===== src/rtl/adder_pkg.sv =====
// Shared types and helpers for the multi-cycle adder sequencer.
package adder_pkg;

  typedef enum logic [1:0] {
    IDLE = 2'd0,
    RUN  = 2'd1,
    DONE = 2'd2
  } state_t;

  // Bits needed to index n items, never less than one.
  function automatic int clog2_min1(input int n);
    int w;
    w = 1;
    while ((1 << w) < n) begin
      w = w + 1;
    end
    return w;
  endfunction

endpackage


===== src/rtl/carry_select_adder.sv =====
// Combinational carry-select adder: each SIZE-bit block precomputes both carry-in cases.
module Carry_Select_Adder #(
  parameter int WIDTH = 32,
  parameter int SIZE  = 4
) (
  input  logic [WIDTH-1:0] a,
  input  logic [WIDTH-1:0] b,
  input  logic             cin,
  output logic [WIDTH-1:0] sum,
  output logic             cout
);

  localparam int NB = WIDTH / SIZE;

  if ((WIDTH % SIZE) != 0) begin : g_bad_size
    $error("Carry_Select_Adder: WIDTH must be a multiple of SIZE");
  end

  logic [NB:0] carry_s;

  assign carry_s[0] = cin;

  for (genvar g = 0; g < NB; g++) begin : g_blk
    logic [SIZE:0] r0_s;
    logic [SIZE:0] r1_s;

    assign r0_s = {1'b0, a[g*SIZE +: SIZE]} + {1'b0, b[g*SIZE +: SIZE]};
    assign r1_s = {1'b0, a[g*SIZE +: SIZE]} + {1'b0, b[g*SIZE +: SIZE]} + {{SIZE{1'b0}}, 1'b1};

    assign sum[g*SIZE +: SIZE] = carry_s[g] ? r1_s[SIZE-1:0] : r0_s[SIZE-1:0];
    assign carry_s[g+1]        = carry_s[g] ? r1_s[SIZE]     : r0_s[SIZE];
  end

  assign cout = carry_s[NB];

endmodule


===== src/rtl/multi_cycle_adder_seq.sv =====
// Multi-cycle WIDTH-bit add/subtract: one CHUNK-bit slice per cycle through a shared
// carry-select datapath, inter-chunk carry held in a flop, valid/ready on both sides.
module multi_cycle_adder_seq
  import adder_pkg::*;
#(
  parameter int WIDTH = 128,
  parameter int CHUNK = 32,
  parameter int SIZE  = 4
) (
  input  logic             clk,
  input  logic             rst_n,
  input  logic             in_valid,
  output logic             in_ready,
  input  logic [WIDTH-1:0] a,
  input  logic [WIDTH-1:0] b,
  input  logic             cin,
  input  logic             sub,
  output logic             out_valid,
  input  logic             out_ready,
  output logic [WIDTH-1:0] s,
  output logic             cout,
  output logic             ovf,
  output logic             busy
);

  localparam int N     = WIDTH / CHUNK;
  localparam int IDX_W = clog2_min1(N);
  localparam logic [IDX_W-1:0] LAST_IDX = IDX_W'(N - 1);

  if ((WIDTH % CHUNK) != 0) begin : g_bad_width
    $error("multi_cycle_adder_seq: WIDTH must be a multiple of CHUNK");
  end

  state_t             state_r;
  logic [IDX_W-1:0]   idx_r;
  logic               carry_r;
  logic [WIDTH-1:0]   op_a_r;
  logic [WIDTH-1:0]   op_b_r;
  logic [WIDTH-1:0]   s_r;
  logic               cout_r;
  logic               ovf_r;
  logic               in_ready_r;
  logic               out_valid_r;
  logic               busy_r;

  logic [CHUNK-1:0]   chunk_a_s;
  logic [CHUNK-1:0]   chunk_b_s;
  logic [CHUNK-1:0]   chunk_sum_s;
  logic               chunk_cout_s;
  logic               ovf_s;

  assign chunk_a_s = op_a_r[int'(idx_r)*CHUNK +: CHUNK];
  assign chunk_b_s = op_b_r[int'(idx_r)*CHUNK +: CHUNK];

  Carry_Select_Adder #(
    .WIDTH (CHUNK),
    .SIZE  (SIZE)
  ) u_datapath (
    .a    (chunk_a_s),
    .b    (chunk_b_s),
    .cin  (carry_r),
    .sum  (chunk_sum_s),
    .cout (chunk_cout_s)
  );

  // op_b already holds ~b for subtract, so the same sign rule covers add and subtract.
  assign ovf_s = (op_a_r[WIDTH-1] == op_b_r[WIDTH-1]) &&
                 (chunk_sum_s[CHUNK-1] != op_a_r[WIDTH-1]);

  // Sequencer FSM: operand capture, per-chunk accumulation and result handshake.
  always_ff @(posedge clk or negedge rst_n) begin
    if (!rst_n) begin
      state_r     <= IDLE;
      idx_r       <= '0;
      carry_r     <= 1'b0;
      op_a_r      <= '0;
      op_b_r      <= '0;
      s_r         <= '0;
      cout_r      <= 1'b0;
      ovf_r       <= 1'b0;
      in_ready_r  <= 1'b1;
      out_valid_r <= 1'b0;
      busy_r      <= 1'b0;
    end else begin
      case (state_r)
        IDLE: begin
          if (in_valid) begin
            op_a_r     <= a;
            op_b_r     <= sub ? ~b : b;
            carry_r    <= sub ? 1'b1 : cin;
            idx_r      <= '0;
            state_r    <= RUN;
            in_ready_r <= 1'b0;
            busy_r     <= 1'b1;
          end else begin
            in_ready_r <= 1'b1;
          end
        end
        RUN: begin
          s_r[int'(idx_r)*CHUNK +: CHUNK] <= chunk_sum_s;
          carry_r <= chunk_cout_s;
          if (idx_r == LAST_IDX) begin
            cout_r      <= chunk_cout_s;
            ovf_r       <= ovf_s;
            idx_r       <= '0;
            state_r     <= DONE;
            out_valid_r <= 1'b1;
          end else begin
            idx_r <= idx_r + {{(IDX_W-1){1'b0}}, 1'b1};
          end
        end
        DONE: begin
          if (out_ready) begin
            state_r     <= IDLE;
            out_valid_r <= 1'b0;
            busy_r      <= 1'b0;
            in_ready_r  <= 1'b1;
          end else begin
            out_valid_r <= 1'b1;
          end
        end
        default: begin
          state_r     <= IDLE;
          idx_r       <= '0;
          in_ready_r  <= 1'b1;
          out_valid_r <= 1'b0;
          busy_r      <= 1'b0;
        end
      endcase
    end
  end

  assign in_ready  = in_ready_r;
  assign out_valid = out_valid_r;
  assign busy      = busy_r;
  assign s         = s_r;
  assign cout      = cout_r;
  assign ovf       = ovf_r;

endmodule


===== config.mk =====
export PLATFORM = sky130hd
export DESIGN_NAME = multi_cycle_adder_seq
export DESIGN_NICKNAME = d
export VERILOG_FILES = /design/src/rtl/adder_pkg.sv /design/src/rtl/carry_select_adder.sv /design/src/rtl/multi_cycle_adder_seq.sv
export SDC_FILE = /design/constraint.sdc
export NUM_CORES = 1
export LEC_CHECK = 0
export CAP_MARGIN = 20
export CORE_UTILIZATION = 30
export CTS_CLUSTER_SIZE = 30
export DETAILED_ROUTE_END_ITERATION = 10
export PLACE_DENSITY = 0.63
export SLEW_MARGIN = 40
export SYNTH_ARGS = -nofsm -noshare
export SYNTH_HDL_FRONTEND = slang
export SYNTH_HIERARCHICAL = 1
export SYNTH_SLANG_ARGS = --single-unit

===== constraint.sdc =====
create_clock -name clk -period 7.24 [get_ports clk]
set_clock_uncertainty 0.2 [all_clocks]
set_input_delay 1.086 -clock clk [delete_from_list [all_inputs] [get_ports clk]]
set_output_delay 1.086 -clock clk [all_outputs]
set_load 0.02 [all_outputs]

# Word level (Yosys, flattened, before mapping)
# Index checks and enable logic that the tools add are counted.
[op_classes] n_eq_ne=8 n_reduce_logical=11 shift=4 addsub=18 div=0 mul=0 mux=37 bitwise=4 order_cmp=0
[op_table] cell="indexed part select 128 x 8 -> 32 bit" count=2
[op_table] cell="bitwise mux 128 bit" count=1
[op_table] cell="2-to-1 mux 128 bit" count=1
[op_table] cell="NOT 128 bit" count=1
[op_table] cell="variable shift 32 x 33 -> 128 bit, first input constant" count=1
[op_table] cell="indexed part select 32 x 33 -> 128 bit" count=1
[op_table] cell="adder 4 x 4 -> 5 bit" count=8
[op_table] cell="adder 5 x 1 -> 5 bit, second input constant" count=8
[op_table] cell="negator 7 -> 33 bit" count=1
[op_table] cell="2-to-1 mux 4 bit" count=8
[op_table] cell="2-to-1 mux 1 bit" count=16
[op_table] cell="one-hot mux 2 bit (3 select lines)" count=2
[op_table] cell="AND reduction 2 bit" count=6
[op_table] cell="2-to-1 mux 2 bit" count=5
[op_table] cell="one-hot mux 1 bit (3 select lines)" count=3
[op_table] cell="inequality test 2 bit, second input constant" count=3
[op_table] cell="AND reduction 3 bit" count=2
[op_table] cell="equality test 2 bit, second input constant" count=2
[op_table] cell="NOT 1 bit" count=3
[op_table] cell="adder 2 x 1 -> 2 bit, second input constant" count=1
[op_table] cell="equality test 2 x 1 -> 1 bit, second input constant" count=1
[op_table] cell="logical NOT 2 bit" count=1
[op_table] cell="one-hot mux 1 bit (2 select lines)" count=1
[op_table] cell="nonzero test 2 bit" count=1
[op_table] cell="3 further kinds" count=3
[totals] latch_bits=0 rom_bits=0 memories=0 ramBits=0 reg_bits=394 input_bits=262 out_inout_bits=133

# Longest topological paths before layout
# Gate-level depths: netlist of run 1.
[depth] word_depth=13 ltp_mapped=21 mapped_depth_nobuf=18

# Hierarchy
# Netlist of run 1, hierarchy kept.
[by_module_without_submodules] mod="multi_cycle_adder_seq" n_inst=1 cells_each=1535 area_each_um2=17244.0 seq_area_each_um2=9860.7
[by_module_without_submodules] mod="Carry_Select_Adder" n_inst=1 cells_each=203 area_each_um2=1806.7 seq_area_each_um2=0.0

# Worst setup path after synthesis of run 1
# No wires, ideal clock.
[synth_path] path_type="reg-to-reg" from="register idx_r[0]" to="register ovf_r, in the netlist ovf" synth_period_minus_slack_ns=5.788 path_stages_with_launch=22 n_path_buf=3 required_time_ns=6.957 t_arrival_ns=5.505 setup_slack_ns=1.452 cell_sequence="dfrtp_1 > buf_6 > buf_6 > buf_6 > mux4_2 > ha_1 > fa_1 > ha_1 > nand2_1 > o21ai_0 > nand4_1 > a221oi_2 > mux2i_1 > mux2i_1 > mux2i_1 > mux2i_1 > mux2i_2 > mux2i_1 > xnor2_1 > nor3b_1 > a21oi_1 > o21ai_0"
[synth_between] elab_chain_cells=13
[synth_lines] item="start, declared" line="multi_cycle_adder_seq.sv:35" text="logic [IDX_W-1:0] idx_r;"
[synth_lines] item="start signal, assigned" line="multi_cycle_adder_seq.sv:109" text="idx_r <= idx_r + {{(IDX_W-1){1'b0}}, 1'b1};"
[synth_lines] item="indexed part select 128 x 8 -> 32 bit (*)" line="multi_cycle_adder_seq.sv:52" text="assign chunk_a_s = op_a_r[int'(idx_r)*CHUNK +: CHUNK];"
[synth_lines] item="via chunk_a_s[0]" line="multi_cycle_adder_seq.sv:46" text="logic [CHUNK-1:0] chunk_a_s;"
[synth_lines] item="adder 4 x 4 -> 5 bit (*)" line="carry_select_adder.sv:27, carry_select_adder.sv:28"
[synth_lines] item="adder 5 x 1 -> 5 bit" line="carry_select_adder.sv:28" text="assign r1_s = {1'b0, a[g*SIZE +: SIZE]} + {1'b0, b[g*SIZE +: SIZE]} + {{SIZE{1'b0}}, 1'b1};"
[synth_lines] item="2-to-1 mux 1 bit (*) (7 in series)" line="carry_select_adder.sv:31" text="assign carry_s[g+1] = carry_s[g] ? r1_s[SIZE] : r0_s[SIZE];"
[synth_lines] item="2-to-1 mux 4 bit (*)" line="carry_select_adder.sv:30" text="assign sum[g*SIZE +: SIZE] = carry_s[g] ? r1_s[SIZE-1:0] : r0_s[SIZE-1:0];"
[synth_lines] item="via chunk_sum_s[31]" line="multi_cycle_adder_seq.sv:48" text="logic [CHUNK-1:0] chunk_sum_s;"
[synth_lines] item="inequality test 1 bit (*)" line="multi_cycle_adder_seq.sv:68" text="(chunk_sum_s[CHUNK-1] != op_a_r[WIDTH-1]);"
[synth_lines] item="logical AND 1 bit (*)" line="multi_cycle_adder_seq.sv:67" text="assign ovf_s = (op_a_r[WIDTH-1] == op_b_r[WIDTH-1]) &&"
[synth_lines] item="end signal, assigned" line="multi_cycle_adder_seq.sv:104" text="ovf_r <= ovf_s;"
[synth_lines] item="end, declared" line="multi_cycle_adder_seq.sv:41" text="logic ovf_r;"
# Mark *: on every way through the listed nets, which the timed path passes. The rest lies on a longest branch.
# A chain may end at the register's enable or synchronous reset.

# Worst setup path after layout of run 1
# Ends and elaborated chain as after synthesis.

==> results of run 1 <==
-- per-layer routing --
layer / track usage, % / vias to the layer above
met2: 27.35 / 387
li1: - / 6657
met1: 25.12 / 6977
met3: 3.739 / 95
met4: 6.265 / 6
met5: 0 / -
-- power by group --
part           switching [mW]  internal (mW)
Clock                   0.937           1.42
Combinational            3.97           2.61
Sequential              0.553           3.09
Total                    5.46           7.11
-- synthesized netlist by cell type, drive strengths merged (2+ instances only) --
cell type	n	area share, %
nand4	7	0.23
mux4	64	7.6
a21o	16	0.63
nor3	3	0.079
o31ai	5	0.20
o21ai	136	3.6
or4bb	2	0.12
nand2b	3	0.099
nand3	7	0.18
nand4b	3	0.14
fa	8	0.84
nor4bb	3	0.16
xnor2	158	7.3
clkbuf	29	0.57
o32a	2	0.11
buf	85	2.9
xor2	17	0.78
and2	4	0.13
nand2	540	11
nor2b	5	0.16
a21oi	17	0.45
dfrtp	393	52
a22o	125	5.8
and4	2	0.092
ha	49	3.2
nand3b	6	0.24
mux2	9	0.53
nor2	6	0.12
mux2i	10	0.55
inv	9	0.18
nor3b	4	0.18
-- worst register-to-register path, cell delays in order (launching register included) --
cell	delay (ns)
dfrtp_4	0.66
mux4_2	0.57
ha_1	0.24
fa_1	0.44
xnor2_1	0.43
a2111o_1	0.19
nand4_1	0.14
a221oi_2	0.43
mux2i_1	0.41
mux2i_1	0.47
mux2i_1	0.43
mux2i_1	0.38
mux2i_2	0.43
mux2i_1	0.15
xnor2_1	0.41
nor3b_1	0.26
a21oi_1	0.06
o21ai_0	0.16
-- state kept, by name, indices dropped and copies added (netlist names) --
signal     count
idx_r          2
ovf            1
state_r        2
in_ready       1
op_a_r       128
s            128
cout           1
busy           1
out_valid      1
op_b_r       128
carry_r        1
-- final cells by class --
cell class,instances,share of cell area [%]
tap,846,4.199
inverter,9,0.1340
multi-input combinational,1221,33.81
clock inverter,22,1.097
antenna,2,0.01985
clock buffer,58,4.899
timing repair buffer,414,16.70
sequential,394,39.15
-- placed cells by master, fill, tap and decap left out, types with 9 or more instances in the layout --
cell type and instances:
a21o_1 16, a21oi_1 17, a22o_1 124, buf_4 11
clkbuf_16 45, clkdlybuf4s50_1 392, clkinv_2 10, dfrtp_1 391
ha_1 49, inv_1 9, mux2i_1 9, mux4_2 64
nand2_1 538, o21ai_0 132, xnor2_1 158, xor2_1 17
-- final timing paths --
| check | end | slack (ns) | cells past startpoint |
|---|---|---|---|
| worst max-delay path | ovf | 0.71 | 17 |
| worst min-delay path | op_a_r[117] | 0.27 | 2 |
| worst max register to register | ovf | 0.71 | 17 |
| worst min register to register | op_a_r[117] | 0.27 | 2 |
| max in group asynchronous | op_b_r[29] | 5.19 | 3 |
| min in group asynchronous | s[102] | 0.35 | 1 |
-- through the flow --
stage | std cells | power (mW) | area, um^2 | setup slack [ns]
6_report | 2966 | 12.58 | 25210 | 0.7061
5_1_grt | 2965 | 13.54 | 25210 | 0.1569
4_1_cts | 2960 | 12.69 | 25100 | 0.4047
3_5_place_dp | 2880 | 10.28 | 23590 | 0.4561
3_3_place_gp | 2880 | 10.03 | 23570 | 0.6027
2_1_floorplan | 1738 | 7.915 | 19050 | 1.452
-- logic make-up (layout without fill, tap and decap cells) --
group | Yosys count | in the layout | synth area share, %
AOI/OAI and AO/OA | 307 | 307 | 11.04
xor gates and xnor gates | 175 | 175 | 8.045
adders and majority gates | 57 | 57 | 4.059
buffers and inverters | 123 | 503 | 3.612
DFF | 394 | 394 | 51.76
muxes | 83 | 83 | 8.643
other | 0 | 2 | 0
and+or+nand+nor | 599 | 599 | 12.84
-- what timing repair did --
| item | 4_1_cts | 5_1_grt |
|---|---|---|
| buffers inserted | 0 | 1 |
| hold buffers | 0 | 0 |
| setup endpoints to repair | 0 | 1 |
==> metrics, run 1 <==
PortBufs=394; count of final hold-check violations=0; WHS=0.2691 ns; Slew Limit Fails=0; largest net degree at the start of global routing=244; DRT iter0 DRCs=around 900; M1 wire length=26930 um; CP Cell Sequence=mux4_2 -> ha_1 -> fa_1 -> xnor2_1 -> a2111o_1 -> nand4_1 -> a221oi_2 -> mux2i_1 -> mux2i_1 -> mux2i_1 -> mux2i_1 -> mux2i_2 -> mux2i_1 -> xnor2_1 -> nor3b_1 -> a21oi_1 -> o21ai_0; number of flops mapped to enable cells by yosys=0; TritonRoute pass-1 iters=5; CP Capture Type=flop; fmax=153.0 MHz; vias per inst=4.761; Ys Warns=6; Die Ht=between 200 and 300 um; post-synth cell types=51; Final HPWL DP=41920 um; Mapped Area=between 15000 and 20000 um^2; max layer used=met5; fillers=6013; CTS tree=done; RR Startpoint=idx_r[0]; worst vdd ir=0.2465 mV; CTS max path bufs=3; Mapped Cells=1738; slew margin rel.=46.27%; area of the multi-input gates=around 8500 um^2; Chip Width=roughly 250 um; worst-margin pin slew=0.8060 ns; WL final=57880 um; period utilization=90.25%; Critical path buffers and inverters=0; post-cts sizing count=0; initial antenna violation count=6; CP max-delay cell=dfrtp_4; H-tree lvl count=2; WL met3=3187 um; Worst-path clk slew=~0.060 ns; GRT Overall Usage=approximately 18%; setup violators final=0; RSZ-0062 raised after global routing=no; register area=9868 um^2; HP Class=flop to flop; share of flip-flops with an asynchronous set or reset=100.0%; die area=between 60000 and 70000 um^2; Core Area=between 60000 and 70000 um^2; Setup TNS=0 ns; Worst Path Required=approximately 7.5 ns; proportion of layout cells with a drive suffix above 1=under 10%; #FFs+latches synth=394; minimum clock period=between 6 and 7 ns; crit-path max cell delay=0.66 ns; Post-synth top flop=dfrtp_1; FP Rows=between 90 and 100; Leak=11.16 nW; Final Net Count=2404; CTS buffer count=45; area delta synth->final=32.33%; vias in the first global route=14680; power density over the cells=498.9 nW/um^2; initial core utilization=between 30% and 40%; startpoint types=flop; Worst-Skew Late Latency=0.56 ns; DRT antenna net count=0; status=finished, final reports clean; # DRC=0; clock sinks=a little under 400; met2 wire length=between 20000 and 30000 um; max cap viols=0; Worst EP arrival=6.81 ns; global placer's final weighted congestion=0.8199; Worst path top cell family by delay=multiplexers; Hold Crit Start=op_a_r[117]; crit path from=idx_r[0]; WL/cell=19.51 um; Avg Inst Size Synth=around 11 um^2; DR vias=~14000; syn nets=around 2100; global-route wire length before repair=87490 um; register area share after synthesis=between 50% and 60%; grt ovf=0; I/O pin count=395; utilization after layout=around two fifths; Root Buffer=clkbuf_16; crit path max fanout=16; crit path kind=flop to flop; Crit path top cell by count=mux2i_1
(Power assumes the default switching activity.)
==> run 2: changes to the inputs <==
--- a/config.mk
+++ b/config.mk
@@ -6,6 +6,7 @@
 export NUM_CORES = 1
 export LEC_CHECK = 0
 export CAP_MARGIN = 20
+export CORE_ASPECT_RATIO = 1.4
 export CORE_UTILIZATION = 30
 export CTS_CLUSTER_SIZE = 30
 export DETAILED_ROUTE_END_ITERATION = 10
@@ -13,5 +14,4 @@
 export SLEW_MARGIN = 40
 export SYNTH_ARGS = -nofsm -noshare
 export SYNTH_HDL_FRONTEND = slang
-export SYNTH_HIERARCHICAL = 1
 export SYNTH_SLANG_ARGS = --single-unit
==> metrics, run 2 <==
CTS tree=done; Avg Inst Size Synth=about 12 um^2; Leak=10.29 nW; die area=roughly 63000 um^2; Slew Limit Fails=0; area delta synth->final=33.54%; #FFs+latches synth=394; status=finished, final reports clean; CTS buffer count=42; final instance area=24970 um^2; register area share after synthesis=52.73%; grt ovf=0; synth cell count leaders=393 x dfrtp_1, 247 x nand2_1, 230 x o21ai_0; initial antenna violation count=8; power density over the cells=511.8 nW/um^2; area leader, netlist=dfrtp_1; largest net degree at the start of global routing=208; post-cts sizing count=0; post-synth cell types=46; Final Net Count=2241; vias per inst=4.769; period utilization=89.06%; FP Rows=107; M1 wire length=about 24000 um; Worst-path clk slew=0.07 ns; count leader, synth=dfrtp_1; met2 wire length=28550 um; setup violators final=0; synth top area cells=dfrtp_1 53%, mux2_2 7.7%, mux4_2 7.7%; minimum clock period=6.448 ns; Root Buffer=clkbuf_16; WL/cell=slightly above 20 um; worst vdd ir=approximately 0.30 mV; max cap viols=0; number of flops mapped to enable cells by yosys=0; fmax=155.1 MHz; # DRC=0; Mapped Cells=1564; share of flip-flops with an asynchronous set or reset=100.0%; post-synth top area share=52.59%; count of final hold-check violations=0; PortBufs=394; crit path max fanout=29; Mapped Area=18700 um^2; DRT iter0 DRCs=700; WL met3=2887 um; clock sinks=394; vias in the first global route=14110; HP Class=primary input to asynchronous set/reset pin; Cell Area, Placed=approximately 23000 um^2; RSZ-0062 raised after global routing=no; Die Ht=297.4 um; Core Area=61180 um^2; postcts setup bufs=0; most frequent cells in the layout=392 x clkdlybuf4s50_1, 391 x dfrtp_1, 244 x nand2_1, 230 x o21ai_0, 153 x xnor2_1; global-route wire length before repair=85460 um; Ys Warns=0; GRT Overall Usage=approximately 18%; hold buffers post-CTS=0; worst reg-to-reg setup slack=0.79 ns; Worst-Skew Late Latency=about 0.56 ns; slew margin rel.=between 50 and 60%; H-tree lvl count=2; Final HPWL DP=42690 um; CP Capture Type=flop; Post-synth top flop=dfrtp_1; CTS max path bufs=3; proportion of layout cells with a drive suffix above 1=14.85%; initial core utilization=30.57%; Setup TNS=0 ns; worst-margin pin slew=0.7437 ns; startpoint types=flop; max layer used=met5; Layout Cells excl Fill=2776; Worst EP arrival=roughly 6.7 ns; TritonRoute pass-1 iters=5; placed insts=around 2700; I/O pin count=approximately 400; syn nets=1883; WL final=56720 um; most common cell after layout, fill and taps aside=clkdlybuf4s50_1; utilization after layout=40.82%; DRT antenna net count=0; global placer's final weighted congestion=0.8346; DR vias=roughly 13000; crit path kind=flop to flop; Worst Path Required=7.44 ns; Chip Width=around 210 um
run 2: cell count changes in the layout (fill, tap and decap cells not counted), sizes merged, moves of 6 or more:
cell,change
a31oi,+7
nor2,+6
o21ai,+94
mux2,+119
xor2,+7
a22o,-93
nand2,-293
run 2: stage by stage:
step	hold WS [ns]	setup slack (ns)	power [mW]
3_5_place_dp	0.2660	0.7821	10.70
2_1_floorplan	0.2446	0.7141	8.097
6_report	0.2576	0.7923	12.78
4_1_cts	0.2412	0.7498	12.95
5_1_grt	0.2685	0.4544	13.72
3_3_place_gp	0.2564	0.8845	10.45
run 2: layout make-up:
class	count	area (um^2)
Clock inverter	16	163.9
Fill cell	5805	36210
Clock buffer	59	1239
Antenna cell	6	15.01
Multi-Input combinational cell	1064	8454
Timing Repair Buffer	412	4180
Inverter	8	30.03
Sequential cell	394	9868
Tap cell	817	1022
run 2: worst max-delay path, cell delays in order (launching register included):
cell and delay, ns:
dfrtp_4 0.82, mux4_2 0.59, ha_1 0.24, fa_1 0.54, ha_1 0.22, nand2_1 0.12
o21ai_0 0.19, o311ai_1 0.15, or4_1 0.62, mux2i_1 0.18, a2111o_1 0.37, mux2i_2 0.33
mux2i_1 0.33, mux2i_1 0.34, mux2i_1 0.28, xor2_1 0.41, or3_1 0.19, a41oi_2 0.12
run 2: path summary, 6_finish.rpt:
| path | startpoint | to | cells past startpoint |
|---|---|---|---|
| setup / recovery | idx_r[0] | ovf | 17 |
| setup reg to reg | idx_r[0] | ovf | 17 |
| hold / removal | rst_n | op_b_r[38] | 1 |
| hold reg to reg | op_b_r[95] | op_b_r[95] | 2 |
| min in group clk | op_b_r[95] | op_b_r[95] | 2 |
| max in group asynchronous | rst_n | op_a_r[53] | 3 |
run 2: kinds of logic (layout without fill, tap and decap cells):
| family | count (synthesis) | in the layout | share of synthesized area [%] |
|---|---|---|---|
| compound gates | 321 | 321 | 9.789 |
| xor+xnor | 177 | 177 | 8.290 |
| fa+ha+maj | 57 | 57 | 4.135 |
| buf+inv | 106 | 495 | 2.161 |
| flops | 394 | 394 | 52.73 |
| mux | 205 | 205 | 16.13 |
| other cells | 0 | 6 | 0 |
| simple gates | 304 | 304 | 6.764 |
run 2: where the power goes:
part / total (mW) / internal (mW) / switching [mW]
Sequential: 3.74 / 3.14 / 0.593
Clock: 2.21 / 1.30 / 0.907
Combinational: 6.84 / 2.84 / 4.00
Total: 12.8 / 7.28 / 5.50
run 2: metal layers:
metal / up-vias / GRT usage (%)
li1: 6206 / -
met1: 6568 / 22.32
met2: 377 / 30.63
met3: 85 / 3.093
met4: 2 / 6.423
met5: - / 0
==> run 3: changes to the inputs <==
--- a/config.mk
+++ b/config.mk
@@ -6,7 +6,6 @@
 export NUM_CORES = 1
 export LEC_CHECK = 0
 export CAP_MARGIN = 20
-export CORE_ASPECT_RATIO = 1.4
 export CORE_UTILIZATION = 30
 export CTS_CLUSTER_SIZE = 30
 export DETAILED_ROUTE_END_ITERATION = 10
==> metrics, run 3 (synthesized netlist as in run 2, its figures left out) <==
status=finished, final reports clean; Core Area=between 60000 and 70000 um^2; initial antenna violation count=4; CP Cell Sequence=mux4_2 -> ha_1 -> fa_1 -> ha_1 -> a31oi_1 -> o21ai_0 -> o311ai_1 -> or4_1 -> mux2i_1 -> a2111o_1 -> mux2i_2 -> mux2i_1 -> mux2i_1 -> mux2i_1 -> xor2_1 -> or3_1 -> a41oi_2; startpoint types=flop; minimum clock period=6.350 ns; Critical R2R Capture=ovf; clock sinks=about 390; internal power=around 7.5 mW; WL final=55430 um; reg2reg path depth=17; grt ovf=0; DRT antenna net count=0; vias in the first global route=approximately 14000; Final Power=13.11 mW; proportion of layout cells with a drive suffix above 1=15.07%; most frequent cells in the layout=392 x clkdlybuf4s50_1, 391 x dfrtp_1, 244 x nand2_1, 230 x o21ai_0, 153 x xnor2_1; I/O pin count=395; area delta synth->final=34.44%; Final Net Count=2243; postcts setup bufs=0; sequential power share=28.4%; Worst EP arrival=between 6 and 7 ns; Crit path top cell by count=mux2i_1; CP max-delay cell=dfrtp_4; initial core utilization=30.36%; crit-path max cell delay=0.82 ns; period utilization=between 80% and 90%; worst vdd ir=0.2871 mV; RSZ-0062 raised after global routing=no; post-cts sizing count=0; Worst-Skew Late Latency=0.56 ns; global placer's final weighted congestion=0.7812; Worst Path Required=7.45 ns; CTS tree=done; GRT Overall Usage=17.75%; Layout Cells excl Fill=2795; HP Class=flop to flop; TritonRoute pass-1 iters=5; fmax=~160 MHz; final instance area=25140 um^2; # DRC=0; PortBufs=394; FP Rows=91; H-tree lvl count=2; global-route wire length before repair=85770 um; crit path from=idx_r[0]; CP Capture Type=flop; hold buffers post-CTS=0; vias per inst=approximately 4.7; most common cell after layout, fill and taps aside=clkdlybuf4s50_1; Leak=10.37 nW; Worst-path clk slew=0.06 ns; worst reg-to-reg setup slack=0.89 ns; Worst path top cell family by delay=multiplexers; Cell Area, Placed=~24000 um^2; Die Ht=between 200 and 300 um; RR Startpoint=idx_r[0]; Final HPWL DP=41240 um; WP depth=17; Worst Setup EP=ovf; DRT iter0 DRCs=659; placed insts=2712; Root Buffer=clkbuf_16; crit path kind=flop to flop; ANT cells=0; worst-margin pin slew=0.8369 ns; Critical path buffers and inverters=0; Sw Ratio=a little over two fifths; max cap viols=0; Chip Width=251.7 um; die area=between 60000 and 70000 um^2; net switching power=5.643 mW; largest net degree at the start of global routing=198; setup violators final=0; WL/cell=19.83 um; Slew Limit Fails=0; CTS buffer count=45; fillers=a little under 6000; power density over the cells=approximately 520 nW/um^2; clock power share=approximately 18%; count of final hold-check violations=0; DR vias=13210; CTS max path bufs=3; crit path max fanout=30; slew margin rel.=42.61%; Logic pwr share=53.3%; Setup TNS=0 ns
## run 3: per-layer routing
layer	GRT usage [%]	up-vias	part of all wire [%]
li1	-	6200	-
met1	24.97	6586	47
met2	28.01	340	46
met3	3.229	74	5.2
met4	4.808	6	1.9
met5	0	-	0.081
## run 3: through the flow
step | hold WS [ns] | setup WS [ns] | util [%]
after global routing | 0.3008 | 0.5217 | 40.82
final | 0.2732 | 0.8902 | 40.82
after floorplan | 0.2446 | 0.7141 | -
after detailed placement | 0.2649 | 0.8263 | 38.20
after CTS | 0.2715 | 0.8193 | 40.73
after global placement | 0.2562 | 0.9150 | 38.12
## run 3: worst min path at each step
stage / slack (ns) / startpoint / endpoint / cells after the start
3_5_place_dp: 0.26 / op_b_r[81] / op_b_r[81] / 2
3_3_place_gp: 0.26 / op_b_r[63] / op_b_r[63] / 2
5_1_grt: 0.30 / op_b_r[85] / op_b_r[85] / 2
6_report: 0.27 / op_b_r[125] / op_b_r[125] / 2
2_1_floorplan: 0.24 / op_b_r[64] / op_b_r[64] / 2
4_1_cts: 0.27 / rst_n / op_a_r[111] / 1
## run 3: area by class of cell
cell class	instances	area [um^2]	area share [%]
multi-input cells	1064	8458	33.64
clock inverters	20	279.0	1.110
inverters	8	30.03	0.1194
flip-flops and latches	394	9868	39.25
clock buffers	61	1276	5.076
well taps	837	1047	4.165
repair buffers	411	4183	16.64
## run 3: power by group through the flow
| stage | registers (mW) | clock network, mW | logic (mW) |
|---|---|---|---|
| after CTS | 3.74 | 2.46 | 7.05 |
| after global placement | 3.72 | 0 | 6.82 |
| after floorplan | 3.76 | 0 | 4.34 |
| after detailed placement | 3.78 | 0 | 7.02 |
| final | 3.73 | 2.40 | 6.98 |
| after global routing | 3.86 | 2.55 | 7.65 |
## run 3: worst reg2reg max path: stages, from the launching register on
cell and delay (ns):
dfrtp_4 0.82, mux4_2 0.64, ha_1 0.24, fa_1 0.54, ha_1 0.22, a31oi_1 0.10, o21ai_0 0.23, o311ai_1 0.15
or4_1 0.61, mux2i_1 0.19, a2111o_1 0.38, mux2i_2 0.31, mux2i_1 0.33, mux2i_1 0.32, mux2i_1 0.25, xor2_1 0.37
or3_1 0.18, a41oi_2 0.11
